### src/rtl/pedestrian_crossing_ctrl.sv
// rtl/pedestrian_crossing_ctrl.sv - push-button pedestrian crossing signal controller
//
// Vehicle traffic holds green until a latched pedestrian request is seen after
// the minimum green time, then runs yellow, all-red, walk, all-red and back.
// Lamps are a pure Moore decode of the state register.

module pedestrian_crossing_ctrl #(
  parameter int MIN_GREEN = 20,
  parameter int YELLOW_T  = 5,
  parameter int CLEAR_T   = 3,
  parameter int PED_T     = 15
) (
  input  logic clk,
  input  logic rst,
  input  logic buton,
  output logic car_red,
  output logic car_yellow,
  output logic car_green,
  output logic ped_red,
  output logic ped_green,
  output logic req_pending
);

  typedef enum logic [2:0] {
    CAR_GREEN  = 3'd0,
    CAR_YELLOW = 3'd1,
    ALL_RED    = 3'd2,
    PED_WALK   = 3'd3,
    PED_CLEAR  = 3'd4
  } state_t;

  // Terminal timer values for the fixed-length phases.
  localparam logic [15:0] YELLOW_LAST = 16'(YELLOW_T - 1);
  localparam logic [15:0] CLEAR_LAST  = 16'(CLEAR_T - 1);
  localparam logic [15:0] WALK_LAST   = 16'(PED_T - 1);
  // Minimum green is tested as timer+1 >= MIN_GREEN so MIN_GREEN=1 needs no
  // compare against zero.
  localparam logic [16:0] GREEN_MIN   = 17'(MIN_GREEN);

  state_t      state_q;
  state_t      state_d;
  logic [15:0] timer_q;
  logic        req_q;
  logic        req_d;
  logic        green_done;
  logic        enter_walk;

  assign green_done  = ({1'b0, timer_q} + 17'd1) >= GREEN_MIN;
  assign enter_walk  = (state_q == ALL_RED) && (state_d == PED_WALK);
  assign req_pending = req_q;

  // State register: reset always lands in CAR_GREEN with no intermediate phase.
  always_ff @(posedge clk or negedge rst) begin
    if (!rst) begin
      state_q <= CAR_GREEN;
    end else begin
      state_q <= state_d;
    end
  end

  // Phase timer: restarts at 0 on every transition, saturates while parked.
  always_ff @(posedge clk or negedge rst) begin
    if (!rst) begin
      timer_q <= 16'd0;
    end else if (state_d != state_q) begin
      timer_q <= 16'd0;
    end else if (timer_q != 16'hFFFF) begin
      timer_q <= timer_q + 16'd1;
    end
  end

  // Request latch register.
  always_ff @(posedge clk or negedge rst) begin
    if (!rst) begin
      req_q <= 1'b0;
    end else begin
      req_q <= req_d;
    end
  end

  // Request latch next value: entering the walk phase serves the request and
  // takes priority over a press in that same cycle; presses during the walk
  // itself are already being served and are dropped.
  always_comb begin
    req_d = req_q;
    if (enter_walk) begin
      req_d = 1'b0;
    end else if (buton && (state_q != PED_WALK)) begin
      req_d = 1'b1;
    end
  end

  // Next-state logic: green waits for both the minimum time and a request,
  // every other phase is a fixed-length countdown.
  always_comb begin
    state_d = state_q;
    case (state_q)
      CAR_GREEN: begin
        if (green_done && req_q) begin
          state_d = CAR_YELLOW;
        end
      end
      CAR_YELLOW: begin
        if (timer_q == YELLOW_LAST) begin
          state_d = ALL_RED;
        end
      end
      ALL_RED: begin
        if (timer_q == CLEAR_LAST) begin
          state_d = PED_WALK;
        end
      end
      PED_WALK: begin
        if (timer_q == WALK_LAST) begin
          state_d = PED_CLEAR;
        end
      end
      PED_CLEAR: begin
        if (timer_q == CLEAR_LAST) begin
          state_d = CAR_GREEN;
        end
      end
      default: begin
        state_d = CAR_GREEN;
      end
    endcase
  end

  // Lamp decode: exactly one car lamp and one ped lamp per state, and the
  // ped green lamp only ever appears with car red.
  always_comb begin
    car_red    = 1'b0;
    car_yellow = 1'b0;
    car_green  = 1'b0;
    ped_red    = 1'b1;
    ped_green  = 1'b0;
    case (state_q)
      CAR_GREEN:  car_green  = 1'b1;
      CAR_YELLOW: car_yellow = 1'b1;
      ALL_RED:    car_red    = 1'b1;
      PED_WALK: begin
        car_red   = 1'b1;
        ped_red   = 1'b0;
        ped_green = 1'b1;
      end
      PED_CLEAR:  car_red    = 1'b1;
      default:    car_red    = 1'b1;
    endcase
  end

endmodule

### config.mk
export PLATFORM = sky130hd
export DESIGN_NAME = pedestrian_crossing_ctrl
export DESIGN_NICKNAME = d
export VERILOG_FILES = /design/src/rtl/pedestrian_crossing_ctrl.sv
export SDC_FILE = /design/constraint.sdc
export NUM_CORES = 1
export LEC_CHECK = 0
export CAP_MARGIN = 20
export CORE_MARGIN = 2
export CORE_UTILIZATION = 55
export CTS_BUF_LIST = sky130_fd_sc_hd__clkbuf_4 sky130_fd_sc_hd__clkbuf_8
export DETAILED_ROUTE_END_ITERATION = 8
export PLACE_DENSITY = 0.85
export SLEW_MARGIN = 20
export SYNTH_ARGS = -nofsm -noshare
export SYNTH_HDL_FRONTEND = slang
export SYNTH_SLANG_ARGS = --single-unit
### constraint.sdc
create_clock -name clk -period 2.7 [get_ports clk]
set_clock_uncertainty 0.1 [all_clocks]
set_input_delay 0.675 -clock clk [delete_from_list [all_inputs] [get_ports clk]]
set_output_delay 0.675 -clock clk [all_outputs]
set_load 0.005 [all_outputs]
==> run_results.csv <==
group,metric,value,unit
grt,number_of_antenna_violations_at_the_first_check_in_global_routing,0,
power,peakVddDrop,592,µV
placed_design,gp_routability_congestion,0.870,
run_status,status,"complete, no violations",
power,fin_total_pwr,1.18,mW
yosys,ys_ff_latch,20,
worst_setup_path,path_cells,"or2_2, nor2_1, clkdlybuf4s50_1",
yosys,yosys_warnings,0,
floorplan,die_width,56.6,µm
yosys,synth.net_count,189,
worst_setup_path,r2r_end,"timer_q[7]",
worst_setup_path,critical_path.slowest_cell,"sky130_fd_sc_hd__dfrtp_1",
cts,tritoncts,"done",
sta,timing.final.crit_share,93.6,%
grt,track_usage,23.4,%
yosys,netlist_instances,183,
cells_and_area,antennaDiodeCount,0,
sta,tns,0,ns
detailed_routing,initialDrtViolationCount,120,
floorplan,pin_count,9,
cts,worst_skew_pair.late_latency,0.30,ns
floorplan,fp.dieArea,0.00321,mm²
worst_setup_path,worst_path_largest_cell_delay,0.51,ns
detailed_routing,route.vias.total,1386,
cells_and_area,flow.area_growth_from_synthesis,6.81,%
floorplan,floorplan.die.height,56.6,µm
worst_setup_path,cp.arrival,1.75,ns
grt,first_global_vias,1364,
detailed_routing,via_per_inst,6.42,
sta,period_needed,2.53,ns
yosys,synth_top_area_share,32.8,%
worst_setup_path,worstRegToRegCells,8,
worst_setup_path,cp.required,1.92,ns
detailed_routing,antenna_violating_nets_post_route,0,
yosys,synth-seq-area-share,32.8,%
cts,tritoncts_num_sinks,20,
sta,max_slew_violations,0,
cells_and_area,final_core_utilization,60.6,%
yosys,syn-mean-instance-area,8.33,µm²
cts,tritoncts.num_buffers,3,
grt,globalRouteOverflowTotal,0,
yosys,yosysTopAreaCell,"sky130_fd_sc_hd__dfrtp_1",
cts,cts_max_level,1,
placed_design,io_buffer_count,8,
detailed_routing,drc_errors,0,
detailed_routing,wire_per_inst,15.8,µm
cts,cts_setup_buffers,0,
grt,maximum_number_of_pins_on_one_net_before_global_route_repair,21,
min_path,holdCritPathClass,"flip-flop to flip-flop",
worst_setup_path,timing.critical_path.from_type,"flip-flop",
sta,max_slew.worst_pin.slew,0.640,ns
yosys,post_synth_num_cell_types,47,
sta,max_fclk,396,MHz
cts,cts.clk_slew.worst_paths,0.11,ns
worst_setup_path,crit_path_max_fanout,12,
worst_setup_path,endpoint_kind,"primary output",
sta,unrepaired_setup_endpoints_after_global_routing,"false",
min_path,worstHoldEndpoint,"req_pending",
cells_and_area,instances_no_fill,216,
cts,clock-root-buffer,"sky130_fd_sc_hd__clkbuf_4",
yosys,synth_area_leaders,"sky130_fd_sc_hd__dfrtp_1 33%, sky130_fd_sc_hd__nor2_1 5.9%, sky130_fd_sc_hd__nor2_2 4.1%",
min_path,hold_path.startpoint,"req_pending",
detailed_routing,wirelength,3420,µm
sta,hold_viol_final,0,
placed_design,place_inst,213,
power,p_leak,0.726,nW
power,powerDensity,724,mW/mm²
placed_design,setup_slack_placement,0.186,ns
placed_design,dpl.hpwl,2420,µm
worst_setup_path,regToRegSetupSlack,0.23,ns
worst_setup_path,criticalPathCategory,"flip-flop to primary output",
sta,slew-limit-headroom,56.8,%
cells_and_area,final_stage_net_count,193,
sta,setup_viol,0,
floorplan,initial_utilization,56.7,%
floorplan,placementRows,19,
floorplan,coreArea,0.00269,mm²
worst_setup_path,critical_path.reg2reg.startpoint,"timer_q[0]",
yosys,synthesis.area,0.00152,mm²
detailed_routing,detailedRoute.firstPassIterationCount,4,
min_path,holdPathStages,2,
sta,postLayoutSetupSlackWorst,0.173,ns
flow_run,maxCapViolCount,0,
grt,grt_first_pass_wirelength,5930,µm
cells_and_area,drive_gt1_share,15.7,%
cts,clk_path_buf_depth,2,
-- cell type report --
class | count | area [µm²]
inverters | 5 | 18.8
clock buffers | 3 | 22.5
repair buffers | 16 | 140
well taps | 31 | 38.8
multi-input cells | 141 | 907
flip-flops and latches | 20 | 500
fillers | 245 | 1060
-- per-layer routing --
layer / global-route usage, % / up-vias / routed length (µm)
li1: - / 663 / -
met1: 28.5 / 644 / 1410
met2: 37.9 / 66 / 1650
met3: 2.76 / 13 / 221
met4: 16.7 / 0 / 145
met5: 0 / - / 0
-- synth_stat cells (all sizes together) --
library cell,count
clkbuf,6
a21o,2
a21boi,1
nand4b,2
o22ai,2
a32oi,1
a41oi,2
dfrtp,20
buf,11
and3,6
nor3b,2
o21ai,9
nand3b,1
a22oi,1
nand4,6
nor2b,1
nand2,11
inv,5
nor2,34
a21oi,4
nor4,2
and2,1
xnor2,6
a311o,1
and4,5
or2,1
o31ai,2
a211o,2
nor3,8
or3b,1
a31o,1
a211oi,4
o211a,1
a31oi,2
o22a,1
xor2,3
nor4b,2
nand3,10
ha,3
-- cell usage in the layout (no fill, tap or decap), types with 2 or more instances in the layout --
master                             n
sky130_fd_sc_hd__a211o_1           2
sky130_fd_sc_hd__a211oi_1          4
sky130_fd_sc_hd__a21o_1            2
sky130_fd_sc_hd__a21oi_1           4
sky130_fd_sc_hd__a31oi_1           2
sky130_fd_sc_hd__a41oi_1           2
sky130_fd_sc_hd__and3_1            6
sky130_fd_sc_hd__and4_1            4
sky130_fd_sc_hd__buf_4             8
sky130_fd_sc_hd__clkbuf_4          3
sky130_fd_sc_hd__clkdlybuf4s50_1   8
sky130_fd_sc_hd__dfrtp_1          20
sky130_fd_sc_hd__ha_1              2
sky130_fd_sc_hd__inv_1             5
sky130_fd_sc_hd__nand2_1          11
sky130_fd_sc_hd__nand3_1           8
sky130_fd_sc_hd__nand3_2           2
sky130_fd_sc_hd__nand4_1           5
sky130_fd_sc_hd__nand4b_1          2
sky130_fd_sc_hd__nor2_1           24
sky130_fd_sc_hd__nor2_2           10
sky130_fd_sc_hd__nor3_1            8
sky130_fd_sc_hd__nor3b_1           2
sky130_fd_sc_hd__nor4_1            2
sky130_fd_sc_hd__nor4b_1           2
sky130_fd_sc_hd__o21ai_0           9
sky130_fd_sc_hd__o22ai_1           2
sky130_fd_sc_hd__xnor2_1           6
sky130_fd_sc_hd__xor2_1            3
-- per-stage QoR --
stage,hold slack (ns),instance area [µm²]
CTS,0.442,1630
global placement,0.409,1600
floorplan,0.279,1520
finish,0.427,1630
global route,0.492,1630
detailed placement,0.419,1600
-- worst max path at each step --
stage / cells past startpoint / startpoint / slack [ns] / end
2_1_floorplan: 7 / timer_q[1] / 0.42 / state_q[0]
3_3_place_gp: 8 / timer_q[0] / 0.22 / timer_q[5]
3_5_place_dp: 8 / timer_q[0] / 0.19 / timer_q[8]
4_1_cts: 8 / timer_q[0] / 0.14 / timer_q[7]
5_1_grt: 5 / state_q[0] / 0.05 / ped_green
6_report: 3 / state_q[1] / 0.17 / car_yellow
-- cells by family after synthesis --
logic type	Yosys count	synth area share, %
xor+xnor	9	5.17
fa+ha+maj	3	2.46
simple gates	93	34.6
buf+inv	22	7.80
flops	20	32.8
compound gates	36	17.1
-- what timing repair did --
item	4_1_cts	5_1_grt
setup endpoints to repair	0	8
endpoints found under the hold margin	0	0
hold buffers	0	0
resized for setup	0	1
-- state kept, by name, indices dropped and copies added, names as in the netlist --
register     flops
state_q          3
timer_q         16
req_pending      1
-- power breakdown --
group	internal, mW	leakage [nW]	switching (mW)	total (mW)
logic	0.270	0.446	0.325	0.595
registers	0.349	0.266	0.0963	0.446
clock network	0.0520	0.0138	0.0856	0.138
total	0.671	0.726	0.507	1.18
-- critical path, delay by kind of cell, from the launching register on --
| kind | cells | cell delay [ns] |
|---|---|---|
| simple gates | 2 | 0.44 |
| buf+inv | 1 | 0.50 |
| flops | 1 | 0.51 |
Power figures use the tool's default switching activity.
